==> config.mk <==
export PLATFORM = sky130hd
export DESIGN_NAME = alu_issue_ctrl
export DESIGN_NICKNAME = d
export VERILOG_FILES = /design/src/rtl/alu_pkg.sv /design/src/rtl/alu_regfile.sv /design/src/rtl/alu_issue_ctrl.sv
export SDC_FILE = /design/constraint.sdc
export NUM_CORES = 1
export LEC_CHECK = 0
export ABC_AREA = 1
export BUFFER_PORTS_ARGS = -buffer_cell sky130_fd_sc_hd__buf_2
export CAP_MARGIN = 15
export CELL_PAD_IN_SITES_DETAIL_PLACEMENT = 1
export CELL_PAD_IN_SITES_GLOBAL_PLACEMENT = 1
export CORE_MARGIN = 2
export CORE_UTILIZATION = 40
export CTS_CLUSTER_DIAMETER = 120
export CTS_CLUSTER_SIZE = 24
export DETAILED_ROUTE_END_ITERATION = 7
export PLACE_DENSITY = 0.83
export SYNTH_ARGS = -nofsm -noshare
export SYNTH_HDL_FRONTEND = slang
export SYNTH_SLANG_ARGS = --single-unit
==> constraint.sdc <==
create_clock -name clk -period 1.6 [get_ports clk]
set_input_delay 0 -clock clk [delete_from_list [all_inputs] [get_ports clk]]
set_output_delay 0 -clock clk [all_outputs]
set_load 0.005 [all_outputs]
==> src/rtl/alu_pkg.sv <==
// Shared definitions for the ALU issue controller: op codes, instruction
// field positions, controller states and the op legality check.
package alu_pkg;

    // ALU op codes understood by the downstream combinational ALU
    localparam logic [3:0] OP_ADD  = 4'b0000;
    localparam logic [3:0] OP_SUB  = 4'b1000;
    localparam logic [3:0] OP_SLL  = 4'b0001;
    localparam logic [3:0] OP_SRL  = 4'b0101;
    localparam logic [3:0] OP_SRA  = 4'b1101;
    localparam logic [3:0] OP_SLTU = 4'b0010;
    localparam logic [3:0] OP_SLT  = 4'b0011;
    localparam logic [3:0] OP_XNOR = 4'b0100;
    localparam logic [3:0] OP_AND  = 4'b0110;
    localparam logic [3:0] OP_OR   = 4'b0111;

    // Instruction word layout
    localparam int INSTR_W  = 20;
    localparam int OP_LSB   = 16;
    localparam int OP_W     = 4;
    localparam int RD_LSB   = 14;
    localparam int RS1_LSB  = 12;
    localparam int RS2_LSB  = 10;
    localparam int IMM_SEL  = 9;
    localparam int RSVD_BIT = 8;
    localparam int IMM_LSB  = 0;
    localparam int IMM_W    = 8;

    typedef enum logic [1:0] {
        IDLE = 2'd0,
        EXEC = 2'd1,
        RESP = 2'd2
    } state_t;

    // True for the ten op codes the ALU implements
    function automatic logic op_is_legal(input logic [3:0] op);
        case (op)
            OP_ADD, OP_SUB, OP_SLL, OP_SRL, OP_SRA,
            OP_SLTU, OP_SLT, OP_XNOR, OP_AND, OP_OR: return 1'b1;
            default:                                 return 1'b0;
        endcase
    endfunction

endpackage

==> src/rtl/alu_regfile.sv <==
// Small operand register file: two asynchronous read ports, one
// synchronous write port, all entries cleared by reset.
module alu_regfile #(
    parameter int DATA_W  = 8,
    parameter int REG_CNT = 4
) (
    input  logic                       clk,
    input  logic                       rst_n,
    input  logic                       we_i,
    input  logic [$clog2(REG_CNT)-1:0] waddr_i,
    input  logic [DATA_W-1:0]          wdata_i,
    input  logic [$clog2(REG_CNT)-1:0] raddr1_i,
    output logic [DATA_W-1:0]          rdata1_o,
    input  logic [$clog2(REG_CNT)-1:0] raddr2_i,
    output logic [DATA_W-1:0]          rdata2_o
);

    logic [DATA_W-1:0] rf_q [REG_CNT];

    // Write port; every entry returns to zero on reset
    // NOTE: this array is small enough to carry a reset; large memories usually should not.
    always_ff @(posedge clk or negedge rst_n) begin
        if (!rst_n) begin
            for (int i = 0; i < REG_CNT; i++) begin
                rf_q[i] <= '0;
            end
        end else if (we_i) begin
            rf_q[waddr_i] <= wdata_i;
        end
    end

    assign rdata1_o = rf_q[raddr1_i];
    assign rdata2_o = rf_q[raddr2_i];

endmodule

==> src/rtl/alu_issue_ctrl.sv <==
// Issue controller in front of the 8-bit combinational ALU: accepts one
// instruction, reads operands, drives the ALU for one cycle, writes the
// result back and returns it on a valid/ready response channel.
module alu_issue_ctrl
    import alu_pkg::*;
#(
    parameter int DATA_W  = 8,
    parameter int REG_CNT = 4,
    parameter int CNT_W   = 8
) (
    input  logic                       clk,
    input  logic                       rst_n,
    input  logic                       in_valid_i,
    output logic                       in_ready_o,
    input  logic [INSTR_W-1:0]         in_instr_i,
    output logic [DATA_W-1:0]          alu_n1_o,
    output logic [DATA_W-1:0]          alu_n2_o,
    output logic [OP_W-1:0]            alu_op_o,
    input  logic [DATA_W-1:0]          alu_s1_i,
    output logic                       out_valid_o,
    input  logic                       out_ready_i,
    output logic [DATA_W-1:0]          out_data_o,
    output logic [$clog2(REG_CNT)-1:0] out_rd_o,
    output logic                       out_err_o,
    output logic [CNT_W-1:0]           ops_done_o
);

    localparam int RA_W = $clog2(REG_CNT);

    state_t            state_q, state_d;
    logic              ready_en_q;
    logic [DATA_W-1:0] alu_n1_q, alu_n1_d;
    logic [DATA_W-1:0] alu_n2_q, alu_n2_d;
    logic [OP_W-1:0]   alu_op_q, alu_op_d;
    logic [RA_W-1:0]   rd_q, rd_d;
    logic              out_valid_q, out_valid_d;
    logic [DATA_W-1:0] out_data_q, out_data_d;
    logic [RA_W-1:0]   out_rd_q, out_rd_d;
    logic              out_err_q, out_err_d;
    logic [CNT_W-1:0]  ops_done_q, ops_done_d;

    // Instruction field decode
    logic [OP_W-1:0]   f_op;
    logic [RA_W-1:0]   f_rd, f_rs1, f_rs2;
    logic              f_imm_sel;
    logic [IMM_W-1:0]  f_imm;
    logic              rsvd_unused;
    logic [DATA_W-1:0] rs1_data, rs2_data;

    assign f_op        = in_instr_i[OP_LSB +: OP_W];
    assign f_rd        = in_instr_i[RD_LSB +: RA_W];
    assign f_rs1       = in_instr_i[RS1_LSB +: RA_W];
    assign f_rs2       = in_instr_i[RS2_LSB +: RA_W];
    assign f_imm_sel   = in_instr_i[IMM_SEL];
    assign f_imm       = in_instr_i[IMM_LSB +: IMM_W];
    assign rsvd_unused = in_instr_i[RSVD_BIT];

    // Result is written back on the same edge it is captured for the response
    alu_regfile #(.DATA_W(DATA_W), .REG_CNT(REG_CNT)) u_rf (
        .clk      (clk),
        .rst_n    (rst_n),
        .we_i     (state_q == EXEC),
        .waddr_i  (rd_q),
        .wdata_i  (alu_s1_i),
        .raddr1_i (f_rs1),
        .rdata1_o (rs1_data),
        .raddr2_i (f_rs2),
        .rdata2_o (rs2_data)
    );

    assign in_ready_o = ready_en_q && (state_q == IDLE);

    // Next-state and next-output logic for the IDLE -> EXEC -> RESP sequence
    always_comb begin
        // NOTE: every _d starts as its _q so no path through the case infers a latch.
        state_d     = state_q;
        alu_n1_d    = alu_n1_q;
        alu_n2_d    = alu_n2_q;
        alu_op_d    = alu_op_q;
        rd_d        = rd_q;
        out_valid_d = out_valid_q;
        out_data_d  = out_data_q;
        out_rd_d    = out_rd_q;
        out_err_d   = out_err_q;
        ops_done_d  = ops_done_q;
        unique case (state_q)
            IDLE: begin
                if (in_valid_i && in_ready_o) begin
                    alu_n1_d = rs1_data;
                    alu_n2_d = f_imm_sel ? DATA_W'(f_imm) : rs2_data;
                    rd_d     = f_rd;
                    if (op_is_legal(f_op)) begin
                        alu_op_d = f_op;
                        state_d  = EXEC;
                    end else begin
                        // Illegal op skips the ALU entirely and keeps the old op
                        out_data_d  = '0;
                        out_rd_d    = f_rd;
                        out_err_d   = 1'b1;
                        out_valid_d = 1'b1;
                        state_d     = RESP;
                    end
                end
            end
            EXEC: begin
                out_data_d  = alu_s1_i;
                out_rd_d    = rd_q;
                out_err_d   = 1'b0;
                out_valid_d = 1'b1;
                state_d     = RESP;
            end
            RESP: begin
                if (out_ready_i) begin
                    out_valid_d = 1'b0;
                    ops_done_d  = ops_done_q + CNT_W'(1);
                    state_d     = IDLE;
                end
            end
            default: state_d = IDLE;
        endcase
    end

    // State and output registers
    // NOTE: sequential state uses non-blocking assignments so all registers update together.
    always_ff @(posedge clk or negedge rst_n) begin
        if (!rst_n) begin
            state_q     <= IDLE;
            ready_en_q  <= 1'b0;
            alu_n1_q    <= '0;
            alu_n2_q    <= '0;
            alu_op_q    <= '0;
            rd_q        <= '0;
            out_valid_q <= 1'b0;
            out_data_q  <= '0;
            out_rd_q    <= '0;
            out_err_q   <= 1'b0;
            ops_done_q  <= '0;
        end else begin
            state_q     <= state_d;
            ready_en_q  <= 1'b1;
            alu_n1_q    <= alu_n1_d;
            alu_n2_q    <= alu_n2_d;
            alu_op_q    <= alu_op_d;
            rd_q        <= rd_d;
            out_valid_q <= out_valid_d;
            out_data_q  <= out_data_d;
            out_rd_q    <= out_rd_d;
            out_err_q   <= out_err_d;
            ops_done_q  <= ops_done_d;
        end
    end

    assign alu_n1_o    = alu_n1_q;
    assign alu_n2_o    = alu_n2_q;
    assign alu_op_o    = alu_op_q;
    assign out_valid_o = out_valid_q;
    assign out_data_o  = out_data_q;
    assign out_rd_o    = out_rd_q;
    assign out_err_o   = out_err_q;
    assign ops_done_o  = ops_done_q;

endmodule

==> flow_summary.yaml, run 1 <==
run_status:
  result_of_the_run: "finished, final reports clean"
route:
  routed_wire_per_std_cell_um: 16.3
  avgViaCountPerCell: 5.10
  route.final.wire_length_um: 10800
  routed-via-count: 3372
  drt_first_iter_violations: 140
  drt_drc_violations_left: 0
  first_pass_iters: 4
  route.antenna.remaining_nets: 0
global_routing:
  grt.total_usage_pct: 23.1
  vias_in_the_first_global_route: 3570
  globalRoute.totalOverflow: 0
  wire_length_of_the_first_global_routing_pass_um: 17900
  grt_antenna_before_repair: 0
  maximum_number_of_pins_on_one_net_before_global_route_repair: 45
synthesis:
  synth_sequential_area_ratio_pct: 52.5
  most_used_flip_flop_cell_after_synthesis: "dfrtp_1"
  synthDominantAreaCellType: "dfrtp_1"
  number_of_enable_type_register_cells_in_the_synthesized_netlist: 0
  ys.warnings.count: 0
  synth_top_cell_area_share_pct: 52.5
  synth-seq-cells: 77
  synthesis.area_sq_mm: 0.00367
  post_synth.cell_area_avg_sq_um: 8.09
  ys_top_cells_by_area: "dfrtp_1 (52%), nand2_1 (16%), o21ai_0 (6.7%), nand3_1 (4.1%), inv_1 (4.0%)"
  syn_nets: 487
  synthDistinctLibCells: 25
  postSynthCellCount: 454
  synth_async_sr_flop_share_pct: 100
finish:
  stdcell_count: 661
  layout-drive-gt1-share_pct: 21.5
  post-route-cell-area_sq_mm: 0.00456
  postLayoutCoreUtil_pct: 51.8
  multiInputGateArea_sq_mm: 0.00148
  fin_nets: 583
  area_growth_syn_to_layout_pct: 24.3
  sequential_cell_area_sq_mm: 0.00193
  num-fill-cells: 1088
  antenna_diodes: 0
clock_network:
  clk_pin_slew_worst_paths_ns: 0.08
  clkLatencyLatePin_ns: 0.35
  h_tree_depth: 3
  clk_root_buffer_cell: "clkbuf_8"
  tritoncts.num_buffers: 9
  clock_tree_from_tritoncts: "done"
  cts_max_path_buffers: 2
  clkSinkCount: 77
timing:
  final_period_minus_worst_setup_slack_ns: 1.49
  slew_headroom_pct: 57.2
  finalClockSkew_ns: 0.00780
  rsz_0062_raised_after_global_routing: "no"
  final_max_slew_viol_count: 0
  finalHoldViolCount: 0
  timing.hold.ws_ns: 0.0580
  finalSetupTns_ns: 0
  fin_crit_sh_pct: 93.4
  finalSetupViolCount: 0
  worst-slew-pin-transition_ns: 0.641
  post-route-worst-setup-slack_ns: 0.106
  timing.fmax_ghz: 0.670
die:
  coreArea_sq_mm: 0.00881
  io-pin-count: 73
  num_rows: 34
  dieArea_sq_mm: 0.00996
  die_y_um: 99.8
  dieWidth_um: 99.8
  initial_utilization_pct: 41.7
worst_hold_path:
  min_path_type: "in -> reg"
placement:
  port_buffers: 71
  post-place-ws_ns: 0.135
  dp.cells: 623
  dpl.hpwl_um: 7030
  postPlaceCellArea_sq_mm: 0.00416
  global_placement_routability_congestion: 0.838
critical_path:
  critPathArrivalTime_ns: 1.72
  worst-endpoint-required_ns: 1.83
  critical_path_peak_fanout: 21
  worstSetupStartpointType: "flip-flop"
  reg2reg_slack_ns: 0.11
  timing.setup.critical_path_class: "reg -> reg"
  critical_path.endpoint_type: "flip-flop"
power:
  lkg_pwr_nw: 2.45
  power_consumption_mw: 6.52
  powerDensity_mw_per_mm2: 1430
  vdd.ir_drop.worst_mv: 0.527
flow_run:
  drv_cap: 0
[worst max-delay path, stage by stage, from the launching register on]
cell	delay, ns
dfrtp_1	0.44
nor2_2	0.18
nand3_2	0.23
buf_4	0.28
a21oi_1	0.14
a21boi_1	0.09
[synthesized netlist by cell type (all sizes together), types with 2 or more instances]
master  instances
nand2         166
buf             7
dfrtp          77
clkbuf         13
a21boi          5
nand4           2
xnor2           3
nand3          31
nor2           16
inv            41
o22ai           3
o21ai          68
a21oi          15
xor2            2
or2             2
[sequential cells by signal (all words and copies together) (netlist names)]
signal       flops
u_rf.rf_q       32
alu_n1_o         8
alu_n2_o         8
ops_done_o       8
out_data_o       8
alu_op_o         4
out_rd_o         2
rd_q             2
state_q          2
out_err_o        1
out_valid_o      1
ready_en_q       1
[worst paths after layout]
path	start	endpoint	depth (start not counted)
min	in_instr_i[9]	alu_n2_o[2]	3
min reg2reg	out_data_o[0]	out_data_o[0]	2
max	state_q[1]	alu_n2_o[3]	5
max reg2reg	state_q[1]	alu_n2_o[3]	5
max in group asynchronous	rst_n	u_rf.rf_q[22]	3
min in group asynchronous	rst_n	alu_op_o[3]	2
[cell usage in the layout, fill, tap and decap left out]
cell type      netlist  routed
nor2_4               1       1
inv_1               39      39
nor2_1              15      14
xor2_1               2       2
or2_1                2       2
buf_4                0       9
buf_12               0       2
dfrtp_1             77      77
nor2_2               0       1
nand3_1             30      30
inv_2                2       2
a21oi_1             15      15
o22ai_1              3       3
ha_1                 1       1
xnor2_1              3       3
nand2_2              6       6
o21ai_0             49      49
buf_2                3      70
o21ai_2             14      14
nand4_1              2       2
o21ai_1              5       5
nand3_2              1       1
nand2_1            160     160
conb_1               1       1
and2_1               1       1
a21boi_1             5       5
clkbuf_8             0      11
clkbuf_1            13       1
dlygate4sd3_1        0      24
clkinv_2             0       2
[cell families (layout without fill, tap and decap cells)]
logic type / after synthesis / count (layout) / share of synthesized area, %
XOR/XNOR: 5 / 5 / 1.19
adder cells (fa/ha/maj): 1 / 1 / 0.341
AO/OA/AOI/OAI: 91 / 91 / 14.3
buffers and inverters: 61 / 160 / 7.16
flip-flops: 77 / 77 / 52.5
AND/OR/NAND/NOR: 218 / 218 / 24.4
other: 1 / 1 / 0.102
[metal layers]
layer	part of all wire, %	global-route usage (%)	vias to the layer above
li1	-	-	1631
met4	1.2	7.38	0
met1	44	30.1	1651
met3	4.5	4.11	13
met5	0	0	-
met2	50	39.3	77
[area by class of cell]
type	count	area share, %
timing repair buffer	105	15.3
tap	108	2.96
sequential	77	42.2
multi-input combinational	316	32.5
clock inverter	2	0.219
inverter	41	3.37
clock buffer	12	3.40
[repair_timing]
item                       4_1_cts  5_1_grt
setup endpoints to repair        0       19
hold buffers                    24        0
buffers inserted                 0        0
resized for setup                0        1
hold endpoints to repair        81        0
[report_power, final]
| part | switching (mW) | leakage [nW] | internal, mW |
|---|---|---|---|
| registers | 0.571 | 0.930 | 2.69 |
| logic | 1.06 | 1.44 | 0.871 |
| clock network | 0.695 | 0.0881 | 0.627 |
| total | 2.33 | 2.45 | 4.19 |
No activity file was read; power rests on OpenSTA's default activity.
==> run 2: changes to the inputs <==
Clock period 1.6 ns to 1.55 ns, I/O delays scaled along.
==> run 2 against run 1 <==
Setup slack worse by 0.044 ns. Largest cell class unchanged. Non-clock buffer count up 1. Final cell count grew 0.30%. Maximum frequency is 0.42% higher. Critical path type unchanged.
==> flow_summary.yaml, run 2 (synthesis gave the netlist of run 1 again) <==
run_status:
  result_of_the_run: "finished, final reports clean"
finish:
  top_register: "u_rf.rf_q"
  layout-drive-gt1-share_pct: 21.8
  mostFrequentLayoutCells: "nand2_1 (160), dfrtp_1 (77), buf_2 (70)"
  layout.cells.most_common: "nand2_1"
  area_growth_syn_to_layout_pct: 24.3
  num-fill-cells: 1094
  postLayoutCoreUtil_pct: 51.8
  antenna_diodes: 0
  largest_reg_flops: 32
  fin_nets: 584
route:
  routed-via-count: 3355
  route.antenna.remaining_nets: 0
  drt_first_iter_violations: 149
  first_pass_iters: 4
  drt_drc_violations_left: 0
  avgViaCountPerCell: 5.06
  routed_wire_per_std_cell_um: 15.8
  route.final.wire_length_um: 10500
timing:
  post-route-worst-setup-slack_ns: 0.0627
  finalSetupViolCount: 0
  slew_headroom_pct: 54.3
  timing.fmax_ghz: 0.672
  finalHoldViolCount: 0
  final_period_minus_worst_setup_slack_ns: 1.49
  finalSetupTns_ns: 0
  finalClockSkew_ns: 0.00813
  fin_crit_sh_pct: 96.0
  final_max_slew_viol_count: 0
  worst-slew-pin-transition_ns: 0.684
critical_path:
  r2r_end: "alu_n2_o[1]"
  critical_path_depth: 5
  launch_instance_of_the_worst_register_to_register_path: "state_q[1]"
  max_stage_delay_ns: 0.44
  critical_path.endpoint_type: "flip-flop"
  crit_path_cell_trace: "nor2_1 -> nand3_2 -> buf_6 -> a21oi_1 -> a21boi_1"
  worstSetupStartpointType: "flip-flop"
  path_buf_inv: 1
  critical_path_peak_fanout: 21
  critPathArrivalTime_ns: 1.72
  timing.setup.critical_path_class: "reg -> reg"
  worst-endpoint-required_ns: 1.78
  r2r_depth: 5
  reg2reg_slack_ns: 0.06
  cpLargestDelayFamily: "simple AND/OR/NAND/NOR gates"
  standard_cell_with_the_maximum_stage_delay_on_the_critical_path: "dfrtp_1"
die:
  num_rows: 34
  dieWidth_um: 99.8
  io-pin-count: 73
  initial_utilization_pct: 41.7
  coreArea_sq_mm: 0.00881
  die_y_um: 99.8
  dieArea_sq_mm: 0.00996
placement:
  dpl.hpwl_um: 7140
  post-place-ws_ns: 0.0865
  global_placement_routability_congestion: 0.817
  port_buffers: 71
worst_hold_path:
  min_path_type: "in -> async"
global_routing:
  maximum_number_of_pins_on_one_net_before_global_route_repair: 48
  grt_antenna_before_repair: 0
  vias_in_the_first_global_route: 3506
  globalRoute.totalOverflow: 0
  grt.total_usage_pct: 22.1
  wire_length_of_the_first_global_routing_pass_um: 17400
power:
  vdd.ir_drop.worst_mv: 0.676
  lkg_pwr_nw: 2.46
  powerDensity_mw_per_mm2: 1460
clock_network:
  clkSinkCount: 77
  tritoncts.num_buffers: 9
  h_tree_depth: 3
  cts_max_path_buffers: 2
  clk_pin_slew_worst_paths_ns: 0.08
  clk_root_buffer_cell: "clkbuf_8"
  cts_setup_buffers: 0
  clkLatencyLatePin_ns: 0.35
  clock_tree_from_tritoncts: "done"
flow_run:
  drv_cap: 0
## run 2: repair_timing
| action | in CTS | in global routing |
|---|---|---|
| gates resized for setup | 0 | 2 |
| hold buffers | 24 | 0 |
| setup endpoints to repair | 0 | 12 |
| hold endpoints to repair | 109 | 0 |
## run 2: cell type report
type	count	area, sq um	area share, %
Multi-Input combinational cell	316	1490	32.6
Sequential cell	77	1930	42.2
Timing Repair Buffer	106	697	15.3
Inverter	41	154	3.37
Tap cell	108	135	2.96
Clock buffer	10	138	3.02
Clock inverter	5	27.5	0.603
## run 2: routing by layer
metal / global-route usage (%) / up-vias / part of all wire (%)
li1: - / 1635 / -
met2: 38.5 / 72 / 50
met1: 28.7 / 1638 / 46
met4: 6.01 / 0 / 1.1
met3: 3.62 / 10 / 3.2
met5: 0 / - / 0
## run 2: how the worst max path moves through the flow
stage               slack, ns             to        from
CTS                      0.07  out_data_o[7]  state_q[1]
detailed placement       0.09  out_data_o[7]  state_q[1]
global placement         0.17  out_data_o[3]  state_q[1]
global route            -0.02    alu_n1_o[3]  state_q[1]
floorplan                0.23  u_rf.rf_q[21]  state_q[1]
finish                   0.06    alu_n2_o[1]  state_q[1]
## run 2: through the flow
step | power [mW] | hold slack, ns | instance area [sq um] | cells
2_1_floorplan | 4.45 | -0.296 | 3670 | 454
3_3_place_gp | 5.14 | -0.134 | 4150 | 624
3_5_place_dp | 5.29 | -0.128 | 4150 | 624
4_1_cts | 6.71 | 0.0303 | 4560 | 663
5_1_grt | 7.20 | 0.0661 | 4560 | 663
6_report | 6.67 | 0.0434 | 4560 | 663
## run 2: report_power, final
part	total [mW]	internal, mW	switching, mW
Clock	1.34	0.605	0.737
Combinational	1.98	0.905	1.08
Sequential	3.34	2.78	0.567
==> run 3: changes to the inputs <==
Settings changed: CORE_MARGIN 2 to 5, SLEW_MARGIN from default to 20.
==> run 3 against run 2 <==
Power is 11% higher. Clock skew grew 0.0020 ns. Via count increased by 0.36%. Critical path type unchanged. Clock power grew 51%. Utilization down 0.49 points. Die area is 12% higher. Register-to-register slack gained 0.04 ns. Cell area up 2.5%. Sequential share of layout area down 0.99 points.
==> flow_summary.yaml, run 3 (synthesis gave the netlist of run 1 again) <==
placement:
  port_buffers: 71
  postPlaceCellArea_sq_mm: 0.00416
  dpl.hpwl_um: 7410
  global_placement_routability_congestion: 0.798
worst_hold_path:
  worst_hold_path.num_cells: 3
  hp-start: "in_instr_i[9]"
  worst_hold_path.endpoint: "alu_n2_o[3]"
  min_path_type: "in -> reg"
clock_network:
  cts_setup_buffers: 0
  clock_tree_from_tritoncts: "done"
  clk_pin_slew_worst_paths_ns: 0.09
  clkLatencyLatePin_ns: 0.35
  clkSinkCount: 77
  h_tree_depth: 3
  tritoncts.num_buffers: 9
  clk_root_buffer_cell: "clkbuf_8"
  cts_max_path_buffers: 2
critical_path:
  worst-endpoint-required_ns: 1.78
  timing.setup.critical_path_class: "reg -> reg"
  critPathArrivalTime_ns: 1.68
  worstSetupStartpointType: "flip-flop"
  reg2reg_slack_ns: 0.10
  launch_instance_of_the_worst_register_to_register_path: "state_q[1]"
  critical_path_peak_fanout: 16
  r2r_end: "u_rf.rf_q[19]"
  r2r_depth: 6
  critical_path.endpoint_type: "flip-flop"
power:
  vdd.ir_drop.worst_mv: 0.697
  total_switching_power_mw: 2.47
  power_consumption_mw: 7.42
  switching_share_pct: 33.2
  comb_power_share_pct: 26.3
  clock_network_power_share_pct: 27.4
  p_int_mw: 4.95
  powerDensity_mw_per_mm2: 1590
  power_frac_seq_pct: 46.3
  lkg_pwr_nw: 2.50
timing:
  final_period_minus_worst_setup_slack_ns: 1.45
  slew_headroom_pct: 61.9
  finalClockSkew_ns: 0.0102
  worst-slew-pin-transition_ns: 0.571
  timing.fmax_ghz: 0.691
  fin_crit_sh_pct: 93.3
  finalHoldViolCount: 0
  finalSetupViolCount: 0
  final_max_slew_viol_count: 0
route:
  first_pass_iters: 4
  drt_drc_violations_left: 0
  avgViaCountPerCell: 5.06
  route.antenna.remaining_nets: 0
  route.final.wire_length_um: 10200
  routed_wire_per_std_cell_um: 15.4
  drt_first_iter_violations: 89
  routed-via-count: 3367
finish:
  fin_nets: 583
  area_growth_syn_to_layout_pct: 27.4
  mostFrequentLayoutCells: "nand2_1 (159), dfrtp_1 (76), buf_2 (70)"
  layout-drive-gt1-share_pct: 22.3
  antenna_diodes: 0
  top_register: "u_rf.rf_q"
  layout.cells.most_common: "nand2_1"
  post-route-cell-area_sq_mm: 0.00468
  largest_reg_flops: 32
die:
  io-pin-count: 73
  coreArea_sq_mm: 0.00911
  initial_utilization_pct: 40.3
  dieArea_sq_mm: 0.0112
  die_y_um: 106
  num_rows: 35
  dieWidth_um: 106
run_status:
  result_of_the_run: "finished, final reports clean"
global_routing:
  maximum_number_of_pins_on_one_net_before_global_route_repair: 36
  grt_antenna_before_repair: 0
  vias_in_the_first_global_route: 3628
  wire_length_of_the_first_global_routing_pass_um: 17800
  globalRoute.totalOverflow: 0
  grt.total_usage_pct: 19.6
flow_run:
  drv_cap: 0
[run 3: what timing repair did]
action	4_1_cts	5_1_grt
setup endpoints to repair	0	10
gates resized for setup	0	3
hold buffers	24	0
endpoints found under the hold margin	109	0
[run 3: power groups by stage]
stage	Sequential [mW]	Clock [mW]	Combinational, mW
after floorplan	3.28	0	1.16
after global placement	3.39	0	1.79
after detailed placement	3.45	0	1.92
after CTS	3.42	2.08	1.99
after global routing	3.55	2.19	2.28
final	3.44	2.03	1.95
[run 3: critical path, stage by stage, from the launching register on]
cell     delay (ns)
dfrtp_2        0.45
nor2_4         0.23
nand2_1        0.09
or2_1          0.21
buf_4          0.20
nand2_1        0.09
o21ai_2        0.05
[run 3: layout make-up]
class | count | area, sq um
clock buffer | 10 | 138
clock inverter | 6 | 134
fill | 1138 | 4430
inverter | 41 | 154
multi-input combinational | 316 | 1490
sequential | 77 | 1930
tap | 111 | 139
timing repair buffer | 105 | 698
[run 3: worst max-delay path by stage]
stage               start            end  slack [ns]  depth (start not counted)
2_1_floorplan  state_q[1]  u_rf.rf_q[21]        0.23                          7
3_3_place_gp   state_q[1]    alu_n2_o[7]        0.16                          5
3_5_place_dp   state_q[1]  u_rf.rf_q[19]        0.13                          6
4_1_cts        state_q[1]  u_rf.rf_q[17]        0.11                          6
5_1_grt        state_q[0]  u_rf.rf_q[18]     -0.0009                          7
6_report       state_q[1]  u_rf.rf_q[19]        0.10                          6
[run 3: stage by stage]
stage | utilization [%] | hold slack [ns] | TNS (ns) | setup WS (ns) | cells
6_report | 51.3 | 0.0510 | 0 | 0.103 | 666
5_1_grt | 51.3 | 0.0550 | -0.00125 | -0.000874 | 666
4_1_cts | 51.3 | 0.0465 | 0 | 0.114 | 666
3_5_place_dp | 45.7 | -0.0354 | 0 | 0.133 | 626
3_3_place_gp | 45.7 | -0.0420 | 0 | 0.165 | 626
2_1_floorplan | - | -0.296 | 0 | 0.228 | 454
[run 3: per-layer routing]
metal | vias up | global-route usage (%) | share of wire [%]
li1 | 1640 | - | -
met1 | 1641 | 25.7 | 47
met2 | 74 | 33.7 | 49
met3 | 12 | 3.61 | 3.5
met4 | 0 | 4.35 | 1.2
met5 | - | 0 | 0
